===== config.mk =====
export PLATFORM = sky130hd
export DESIGN_NAME = pipe_stage_chain
export DESIGN_NICKNAME = d
export VERILOG_FILES = /design/src/rtl/pipe_pkg.sv /design/src/rtl/pipe_stage.sv /design/src/rtl/pipe_stage_chain.sv
export SDC_FILE = /design/constraint.sdc
export NUM_CORES = 1
export LEC_CHECK = 0
export CELL_PAD_IN_SITES_DETAIL_PLACEMENT = 1
export CELL_PAD_IN_SITES_GLOBAL_PLACEMENT = 2
export CORE_AREA = 2 2 217 219
export CTS_CLUSTER_SIZE = 10
export DETAILED_ROUTE_END_ITERATION = 7
export DIE_AREA = 0 0 219 221
export PLACE_DENSITY_LB_ADDON = 0.1
export SLEW_MARGIN = 0
export SYNTH_ARGS = -nofsm -noshare
export SYNTH_HDL_FRONTEND = slang
export SYNTH_SLANG_ARGS = --single-unit

===== constraint.sdc =====
create_clock -name clk -period 4.8 [get_ports clk]
set_clock_uncertainty 0.1 [all_clocks]
set_input_delay 0.72 -clock clk [delete_from_list [all_inputs] [get_ports clk]]
set_output_delay 0.72 -clock clk [all_outputs]
set_load 0.1 [all_outputs]

===== src/rtl/pipe_pkg.sv =====
// Shared constants and types for the handshaked pipeline chain.
package pipe_pkg;

    localparam int STAGES_DEF = 5;
    localparam int WIDTH_DEF  = 64;
    localparam int CNT_W_DEF  = 64;

    // flush_idx must be able to name every stage plus "all stages".
    function automatic int flush_idx_w(input int stages);
        return $clog2(stages) + 1;
    endfunction

    typedef logic [STAGES_DEF-1:0] stage_valid_t;

endpackage


===== src/rtl/pipe_stage.sv =====
// One pipeline slot: valid bit plus payload register with load, bubble and kill controls.
module pipe_stage
    import pipe_pkg::*;
#(
    parameter int WIDTH = WIDTH_DEF
) (
    input  logic             clk,
    input  logic             rst,
    input  logic             load,
    input  logic             bubble,
    input  logic             kill,
    input  logic [WIDTH-1:0] up_data,
    output logic             valid,
    output logic [WIDTH-1:0] data
);

    // A bubble clears valid but leaves the previous payload in place.
    always_ff @(posedge clk) begin
        if (rst) begin
            valid <= 1'b0;
            data  <= '0;
        end else if (kill) begin
            valid <= 1'b0;
        end else if (load) begin
            valid <= !bubble;
            if (!bubble) begin
                data <= up_data;
            end
        end
    end

endmodule


===== src/rtl/pipe_stage_chain.sv =====
// Ready/valid pipeline backbone with per-stage stall and age-ordered flush.
// Optional performance counters are built when PIPE_PERF_CNT_EN is defined.
module pipe_stage_chain
    import pipe_pkg::*;
#(
    parameter int STAGES = STAGES_DEF,
    parameter int WIDTH  = WIDTH_DEF
`ifdef PIPE_PERF_CNT_EN
    , parameter int CNT_W = CNT_W_DEF
`endif
) (
    input  logic                          clk,
    input  logic                          rst,
    input  logic                          in_valid,
    output logic                          in_ready,
    input  logic [WIDTH-1:0]              in_data,
    input  logic [STAGES-1:0]             stall_req,
    input  logic                          flush_valid,
    input  logic [flush_idx_w(STAGES)-1:0] flush_idx,
    output logic                          out_valid,
    input  logic                          out_ready,
    output logic [WIDTH-1:0]              out_data,
    output logic [STAGES-1:0]             stage_valid,
    output logic [STAGES*WIDTH-1:0]       stage_data
`ifdef PIPE_PERF_CNT_EN
    , output logic [CNT_W-1:0]            perf_cycles
    , output logic [CNT_W-1:0]            perf_retired
    , output logic [CNT_W-1:0]            perf_stall
    , output logic [CNT_W-1:0]            perf_flush
`endif
);

    localparam int FIW = flush_idx_w(STAGES);

    logic [STAGES-1:0] valid;
    logic [STAGES-1:0] ready;
    logic [STAGES-1:0] go;
    logic [STAGES-1:0] up_valid;
    logic [STAGES-1:0] bubble;
    logic [STAGES-1:0] kill;
    logic [WIDTH-1:0]  data [STAGES];
    logic              chain_go;

    // Handshake: a transfer happens on any edge where valid && ready; valid never
    // depends on ready, ready flows combinationally from out_ready back to in_ready.
    always_comb begin
        ready    = '0;
        go       = '0;
        up_valid = '0;
        bubble   = '0;
        kill     = '0;
        chain_go = out_ready;
        for (int i = STAGES - 1; i >= 0; i--) begin
            go[i]    = chain_go;
            ready[i] = !stall_req[i] && (!valid[i] || go[i]);
            chain_go = ready[i];
        end
        up_valid[0] = in_valid;
        for (int i = 1; i < STAGES; i++) begin
            up_valid[i] = valid[i-1] && !stall_req[i-1];
        end
        // Stages below flush_idx die; the slot feeding stage flush_idx (and the input) becomes a bubble.
        for (int i = 0; i < STAGES; i++) begin
            kill[i]   = flush_valid && (flush_idx > FIW'(i));
            bubble[i] = !up_valid[i] || (flush_valid && (flush_idx >= FIW'(i)));
        end
    end

    for (genvar i = 0; i < STAGES; i++) begin : g_stage
        logic [WIDTH-1:0] up_data;
        if (i == 0) begin : g_head
            assign up_data = in_data;
        end else begin : g_body
            assign up_data = data[i-1];
        end

        pipe_stage #(
            .WIDTH(WIDTH)
        ) u_stage (
            .clk    (clk),
            .rst    (rst),
            .load   (ready[i]),
            .bubble (bubble[i]),
            .kill   (kill[i]),
            .up_data(up_data),
            .valid  (valid[i]),
            .data   (data[i])
        );

        assign stage_data[i*WIDTH +: WIDTH] = data[i];
    end

    assign in_ready    = ready[0];
    assign out_valid   = valid[STAGES-1];
    assign out_data    = data[STAGES-1];
    assign stage_valid = valid;

`ifdef PIPE_PERF_CNT_EN
    always_ff @(posedge clk) begin
        if (rst) begin
            perf_cycles  <= '0;
            perf_retired <= '0;
            perf_stall   <= '0;
            perf_flush   <= '0;
        end else begin
            perf_cycles <= perf_cycles + CNT_W'(1);
            if (out_valid && out_ready) begin
                perf_retired <= perf_retired + CNT_W'(1);
            end
            if (in_valid && !in_ready) begin
                perf_stall <= perf_stall + CNT_W'(1);
            end
            if (flush_valid) begin
                perf_flush <= perf_flush + CNT_W'(1);
            end
        end
    end
`endif

endmodule


==> flow_metrics.tcl, run 1 <==
set metrics [dict create \
    ant_nets 0 \
    synth_area_um2 13200 \
    startpoint_type "input port" \
    drive_above_1_share_pct 4.510 \
    crit_path_max_fanout 7 \
    drcViolationCount 0 \
    fin_ws_ps 1630 \
    clockBufferDepth 3 \
    rr_worst_depth 5 \
    dieArea_um2 48400 \
    cp_slowest_cell "clkdlybuf4s50_1" \
    slowest_delay_ps 570 \
    synthDistinctLibCells 40 \
    total_leakage_power_nw 6.784 \
    synthTopCellsByArea "dfxtp_1 (49%), mux2i_1 (19%), nand2b_1 (15%)" \
    setup_tns_ps 0 \
    endpoint_kind "primary output" \
    post_drt_wl_per_cell_um 19.68 \
    rsz0062_at_grt "false" \
    crit_family "buffers and inverters" \
    cts_buffers 41 \
    cts.reportedPaths.clkPinSlew_ps 60 \
    timing.slew.headroom_pct 24.42 \
    cp_num_cells 6 \
    wl_um 45120 \
    overflow 0 \
    die_x_um 219 \
    core_um2 46060 \
    placedInstanceArea_um2 17810 \
    drv_cap 0 \
    io_buffers 468 \
    min_path_cells 2 \
    cts_resized 0 \
    htreeDepth 2 \
    arrival_ps 2350 \
    fmax_mhz 315.5 \
    track_usage_pct 18.29 \
    start_util_pct 28.65 \
    yosysSeqAreaShare_pct 49.31 \
    crit_buf_inv 2 \
    synth_cells 1296 \
    dr.pass1.iters 4 \
    dpl.cell_count 2224 \
    clock_power_share_pct 47.5 \
    cts_tree "yes" \
    grt_pass1_vias 10750 \
    ios 469 \
    grt_max_degree 165 \
    p_total_mw 6.129 \
    instances_no_fill 2293 \
    hold_viol_final 0 \
    ys_warn_count 0 \
    via_per_inst 4.396 \
    worstPathRequired_ps 3980 \
    synthesis.nets 1374 \
    p_seq_share_pct 44.7 \
    pwr-share-comb_pct 7.8 \
    clk_latency_ps 550 \
    vdd_drop_max_uv 188.4 \
    postSynthAreaPerCell_um2 10.18 \
    min_path_type "flop to flop" \
    p_int_mw 4.638 \
    route.vias.total 10080 \
    switching_share_pct 24.32 \
    worst_hold_slack_ps 364.6 \
    critPathKind "input port to primary output" \
    finalCritPeriodShare_pct 66.04 \
    worst_slew_pin_slew_ps 1134 \
    status "completed" \
    dpl_worst_slack_ps 1541 \
    grt_antenna_before_repair 1 \
    final_nets 1738 \
    drtIter0Drc 428 \
    cts_root_buf "clkbuf_16" \
    p_switching_mw 1.491 \
    hpwlAfterDp_um 31360 \
    fin_crit_ps 3170 \
    synth_top_cell_by_area "dfxtp_1" \
    synth_top_area_share_pct 49.31 \
    die_y_um 221 \
    grt_pass1_wl_um 67560 \
    path_cells "clkdlybuf4s50_1 -> a21o_1 -> a211oi_2 -> nand2_1 -> o21ai_0 -> buf_4" \
    synthToLayoutAreaGrowth_pct 44.44 \
    finalMaxSlewViolations 0 \
    fp-row-count 79 \
    holdBufCountCts 0 \
    final_util_pct 41.38 \
    final_area_um2 19060 \
    cts_setup_buffers 0 \
    final-setup-viol-count 0 \
    powerDensity_nw_per_um2 321.6 \
    globalplace.congestion 0.7449 \
    ys_ff_latch 325 \
    clock-sinks 325 \
]
cell families (layout without fill, tap and decap cells):
logic type	after synthesis	after routing	share of synthesized area [%]
other cells	0	1	0
simple gates	468	468	19.76
buf+inv	158	547	7.633
mux	256	256	19.42
compound gates	89	89	3.878
flops	325	325	49.31
state kept, by name (all words and copies together), names as in the netlist:
name and flops:
g_stage.u_stage.valid 5, g_stage.u_stage.data 320
metal layers:
layer  vias up  track usage [%]  wire [µm]
met4         0            5.253        876
met2       258            31.69      21990
li1       4923                -          -
met5         -                0          0
met1      4850            21.78      19130
met3        50            5.333       3119
worst register-to-register path, delay by kind of cell, from the launching register on:
kind	cells	cell delay, ps
buf+inv	1	350
mux	1	280
flops	1	350
simple gates	1	610
compound gates	2	490
final cells by class:
type / instances / area [µm²]
Multi-Input combinational cell: 813 / 5719
Sequential cell: 325 / 6506
Clock buffer: 65 / 1229
Timing Repair Buffer: 477 / 4817
Antenna cell: 1 / 2.502
Tap cell: 607 / 759.5
Fill cell: 5133 / 27000
Clock inverter: 3 / 18.77
Inverter: 2 / 7.507
cells in the final DEF, fill, tap and decap left out, types with 2 or more instances in the layout:
cell / netlist / layout
o21ai_0: 5 / 5
a21o_1: 3 / 3
inv_1: 2 / 2
dfxtp_1: 325 / 325
clkbuf_1: 50 / 15
clkdlybuf4s50_1: 0 / 466
buf_4: 77 / 5
clkinv_2: 0 / 2
nand2_1: 131 / 131
a21oi_1: 68 / 68
mux2i_1: 256 / 256
nand2b_1: 321 / 321
clkbuf_8: 0 / 7
clkbuf_16: 0 / 43
buf_12: 0 / 5
nand3_1: 3 / 2
power by group through the flow:
stage / clock (mW) / combinational (mW) / sequential (mW)
6_report: 2.91 / 0.479 / 2.74
5_1_grt: 3.14 / 0.501 / 2.74
4_1_cts: 3.03 / 0.484 / 2.74
3_5_place_dp: 0 / 0.482 / 2.80
3_3_place_gp: 0 / 0.480 / 2.79
2_1_floorplan: 0 / 0.153 / 2.97
cells in the mapped netlist, drive strengths merged:
library cell and count:
mux2i 256, and4 1, o21ba 1, a21boi 2, and3 2, and2 1
o311ai 1, inv 2, or3b 1, a21o 3, clkbuf 50, nand4 1
o31ai 1, a211oi 1, nor4 1, o41ai 2, dfxtp 325, nand2b 322
o21ai 6, or4 1, a221oi 1, nand2 131, nor2 2, buf 106
or2 1, a211o 1, nand3 3, nor2b 1, a21oi 69, o2111ai 1
worst paths after layout:
check / slack, ps / endpoint / from
worst max-delay path: 1630 / in_ready / stall_req[2]
worst min-delay path: 360 / g_stage[4].u_stage.data[19] / g_stage[3].u_stage.data[19]
worst max register to register: 2550 / g_stage[1].u_stage.data[24] / g_stage[2].u_stage.valid
worst min register to register: 360 / g_stage[4].u_stage.data[19] / g_stage[3].u_stage.data[19]
Note: power is estimated with default switching activity, not from simulation.
==> run 2, diff against run 1 <==
CORE_AREA = 2 2 238 240   (was 2 2 217 219)
DIE_AREA = 0 0 240 242   (was 0 0 219 221)
clock period = 2.9 ns   (was 4.8 ns; I/O delays follow)
==> run 2 against run 1 <==
  * Register-to-register slack got worse by 1800 ps
  * Combinational power increased by 69%
  * Final cell count increased by 7.5%
  * Sequential share of layout area increased by 0.76 points
  * Global-route usage decreased by 2.0 points
  * Non-clock buffer count increased by 22
  * Via count increased by 1.2%
  * Critical path depth unchanged
  * Count of clock-buffer cells in the layout increased by 2
  * Flip-flop and latch count unchanged
  * Wire length increased by 8.3%
  * Die area increased by 20%
==> flow_metrics.tcl, run 2 (synthesis gave the netlist of run 1 again) <==
set metrics [dict create \
    status "completed" \
    core_um2 55730 \
    cts_setup_buffers 0 \
    drv_cap 0 \
    cts_resized 0 \
    fp-row-count 87 \
    largestRegisters "g_stage.u_stage.data (320), g_stage.u_stage.valid (5)" \
    instances_no_fill 2466 \
    drive_above_1_share_pct 28.83 \
    hold_viol_final 0 \
    grt.busiest_layer "met2" \
    die_y_um 242 \
    worst_hold_slack_ps 176.9 \
    cts.reportedPaths.clkPinSlew_ps 60 \
    hpwlAfterDp_um 35270 \
    dpl_worst_slack_ps 62.17 \
    finalMaxSlewViolations 0 \
    nFillCells 6301 \
    start_util_pct 23.68 \
    grt_antenna_before_repair 0 \
    grt_pass1_vias 10710 \
    total_leakage_power_nw 7.774 \
    cts_buffers 42 \
    synthToLayoutAreaGrowth_pct 41.30 \
    globalplace.congestion 0.7758 \
    multiInputGateArea_um2 5719 \
    grt_pass1_wl_um 71100 \
    clk_latency_ps 550 \
    seq_area_um2 6506 \
    grtUsageMet2_pct 28.39 \
    top_register "g_stage.u_stage.data" \
    worst_slew_pin_slew_ps 744.4 \
    gr-usage-met3_pct 5.287 \
    dr.pass1.iters 4 \
    cts_tree "yes" \
    track_usage_pct 16.32 \
    drtIter0Drc 346 \
    dieArea_um2 58080 \
    grt_use_met1_pct 19.55 \
    wl_um 48860 \
    p_total_mw 10.41 \
    htreeDepth 2 \
    die_x_um 240 \
    overflow 0 \
    clockBufferDepth 3 \
    worstPathRequired_ps 2370 \
    io_buffers 468 \
    diodes 0 \
    crit_path_max_fanout 7 \
    setup_tns_ps 0 \
    rsz0062_at_grt "false" \
    largest_reg_flops 320 \
    fmax_mhz 395.3 \
    min_path_type "input port to flop" \
    endpoint_kind "primary output" \
    drcViolationCount 0 \
    cts_root_buf "clkbuf_16" \
    clock-sinks 325 \
    final_nets 1761 \
    ant_nets 0 \
    via_per_inst 4.137 \
    final_common_cell "buf_4" \
    grt_max_degree 81 \
    startpoint_type "input port" \
    fin_crit_ps 2530 \
    vdd_drop_max_uv 343.8 \
    arrival_ps 1990 \
    post_drt_wl_per_cell_um 19.81 \
    fin_ws_ps 370.1 \
    final-setup-viol-count 0 \
    ios 469 \
    timing.slew.headroom_pct 49.96 \
    dpl.cell_count 2395 \
    finalCritPeriodShare_pct 87.24 \
    powerDensity_nw_per_um2 558.2 \
    holdBufCountCts 0 \
    critPathKind "input port to primary output" \
    most-common-layout-cells "buf_4 (406), dfxtp_1 (325), nand2b_1 (321), mux2i_1 (256), nand2_1 (131)" \
    route.vias.total 10200 \
]
run 2: routing by layer:
metal / wire length (µm) / up-vias
met4: 604 / 0
met2: 24170 / 247
met5: 0 / -
met3: 3386 / 40
met1: 20700 / 4940
li1: - / 4975
run 2: worst max-delay path, cell delays in order:
cell	delay [ps]
clkdlybuf4s50_1	560
a21o_1	240
a211oi_2	310
nand2_1	80
o21ai_1	150
buf_12	210
run 2: worst paths after layout:
path,startpoint,end,slack (ps),cells after the start
hold reg to reg,g_stage[3].u_stage.data[50],g_stage[4].u_stage.data[50],370,2
hold / removal,rst,g_stage[4].u_stage.data[31],180,2
setup reg to reg,g_stage[3].u_stage.valid,g_stage[2].u_stage.data[18],780,6
setup / recovery,stall_req[2],in_ready,370,6
run 2: cell type report:
type / count / share of cell area [%]
inverter: 2 / 0.04027
clock inverter: 4 / 0.1208
tap: 756 / 5.073
multi-input combinational: 813 / 30.68
timing repair buffer: 499 / 22.23
clock buffer: 67 / 6.966
sequential: 325 / 34.90
run 2: through the flow:
stage	instance area (µm²)	util (%)
6_report	18640	33.45
5_1_grt	18640	33.45
4_1_cts	18640	33.45
3_5_place_dp	17320	31.08
3_3_place_gp	17320	31.08
2_1_floorplan	13200	-
run 2: where the power goes:
group / switching [mW] / internal (mW) / leakage (nW) / total, mW
Clock: 2.02 / 3.04 / 0.646 / 5.07
Sequential: 0.0246 / 4.51 / 2.62 / 4.53
Combinational: 0.515 / 0.293 / 4.51 / 0.808
==> run 3, diff against run 2 <==
CAP_MARGIN = 10   (was default)
CORE_AREA = 2 2 225 227   (was 2 2 238 240)
DIE_AREA = 0 0 227 229   (was 0 0 240 242)
clock period = 2.8 ns   (was 2.9 ns; I/O delays follow)
==> run 3 against run 2 <==
  * Setup slack got worse by 33 ps
  * Critical path depth unchanged
  * Total power shrank 1.2%
  * Core utilization up 3.5 points
  * Final cell count shrank 4.1%
  * Critical endpoint unchanged
  * Largest cell class unchanged
  * Highest routed layer is now met5
==> flow_metrics.tcl, run 3 (synthesis gave the netlist of run 1 again) <==
set metrics [dict create \
    status "completed" \
    largest_reg_flops 320 \
    endpoint_kind "primary output" \
    io_buffers 468 \
    p_total_mw 10.29 \
    clk_latency_ps 540 \
    fp-row-count 82 \
    setup.worst_path.start "stall_req[3]" \
    die_x_um 227 \
    rr_worst_depth 6 \
    min_path_cells 2 \
    largestRegisters "g_stage.u_stage.data (320), g_stage.u_stage.valid (5)" \
    cts_resized 0 \
    cp_slowest_cell "clkdlybuf4s50_1" \
    holdBufCountCts 0 \
    placedInstanceArea_um2 17190 \
    grt_max_degree 112 \
    track_usage_pct 17.15 \
    fin_crit_ps 2463 \
    final_area_um2 18350 \
    vdd_drop_max_uv 298.6 \
    ant_nets 0 \
    path_cells "clkdlybuf4s50_1 -> a21o_1 -> a211oi_2 -> nand2_1 -> o21ai_1 -> buf_12" \
    hpwlAfterDp_um 32660 \
    hold_viol_final 0 \
    htreeDepth 2 \
    dpl_worst_slack_ps 9.273 \
    final-setup-viol-count 0 \
    rsz0062_at_grt "false" \
    die_y_um 229 \
    ios 469 \
    final_util_pct 36.95 \
    drv_cap 0 \
    arrival_ps 1940 \
    instances_no_fill 2364 \
    cts_tree "yes" \
    most-common-layout-cells "buf_4 (399), dfxtp_1 (325), nand2b_1 (321), mux2i_1 (256), nand2_1 (131)" \
    wl_um 45540 \
    start_util_pct 26.57 \
    worst_slew_pin_slew_ps 574.7 \
    dr.pass1.iters 4 \
    diodes 0 \
    r2r_end "g_stage[2].u_stage.data[37]" \
    core_um2 49660 \
    crit_path_max_fanout 4 \
    nFillCells 5640 \
    drtIter0Drc 381 \
    fin_ws_ps 337.0 \
    crit_end "in_ready" \
    critPathKind "input port to primary output" \
    min_path_type "input port to flop" \
    cp_num_cells 6 \
    rr_startpoint "g_stage[3].u_stage.valid" \
    crit_family "buffers and inverters" \
    finalMaxSlewViolations 0 \
    cts.reportedPaths.clkPinSlew_ps 50 \
    fmax_mhz 406.0 \
    grt_pass1_vias 10550 \
    dieArea_um2 51980 \
    clockBufferDepth 3 \
    r2r_setup_slack_ps 710 \
    post_drt_wl_per_cell_um 19.26 \
    top_register "g_stage.u_stage.data" \
    powerDensity_nw_per_um2 560.6 \
    grt_antenna_before_repair 1 \
    clock-sinks 325 \
    total_leakage_power_nw 7.669 \
    cts_setup_buffers 0 \
    via_per_inst 4.275 \
    drcViolationCount 0 \
    globalplace.congestion 0.7522 \
    crit_buf_inv 2 \
    startpoint_type "input port" \
    cts_root_buf "clkbuf_16" \
    overflow 0 \
    slowest_delay_ps 510 \
    worstPathRequired_ps 2280 \
    final_nets 1753 \
    dpl.cell_count 2305 \
    grt_pass1_wl_um 67480 \
    cts_buffers 40 \
    drive_above_1_share_pct 28.19 \
    final_common_cell "buf_4" \
    finalCritPeriodShare_pct 87.97 \
    route.vias.total 10110 \
    synthToLayoutAreaGrowth_pct 39.06 \
    timing.slew.headroom_pct 61.37 \
]
[run 3: where the power goes]
part           internal (mW)  leakage, nW  total [mW]  switching [mW]
logic                  0.306         4.48       0.831           0.525
registers               4.67         2.62        4.69          0.0254
clock network           2.83        0.569        4.76            1.93
[run 3: final cells by class]
class                   count  area [µm²]  share of cell area (%)
flip-flops and latches    325        6506                   35.46
repair buffers            493        4111                   22.41
well taps                 672       840.8                   4.582
multi-input cells         813        5719                   31.17
clock buffers              59        1164                   6.342
inverters                   2       7.507                 0.04091
[run 3: through the flow]
step                TNS [ps]  hold WS, ps
floorplan                  0        408.2
global placement      -26.31        359.5
detailed placement         0        367.3
CTS                        0        172.6
global route               0        213.8
finish                     0        209.7
[run 3: metal layers]
layer | GRT usage (%) | share of wire (%) | vias to the layer above
met1 | 20.91 | 42 | 4847
met5 | 0 | 0.029 | -
li1 | - | - | 4951
met2 | 29.02 | 49 | 253
met3 | 5.234 | 7.6 | 53
met4 | 4.820 | 1.9 | 2
[run 3: worst min path at each step]
stage / from / end / slack (ps)
finish: rst / g_stage[4].u_stage.data[26] / 210
detailed placement: g_stage[4].u_stage.data[49] / g_stage[4].u_stage.data[49] / 370
CTS: rst / g_stage[4].u_stage.data[21] / 170
global placement: g_stage[4].u_stage.data[43] / g_stage[4].u_stage.data[43] / 360
floorplan: g_stage[3].u_stage.valid / g_stage[3].u_stage.valid / 410
global route: rst / g_stage[4].u_stage.data[26] / 210
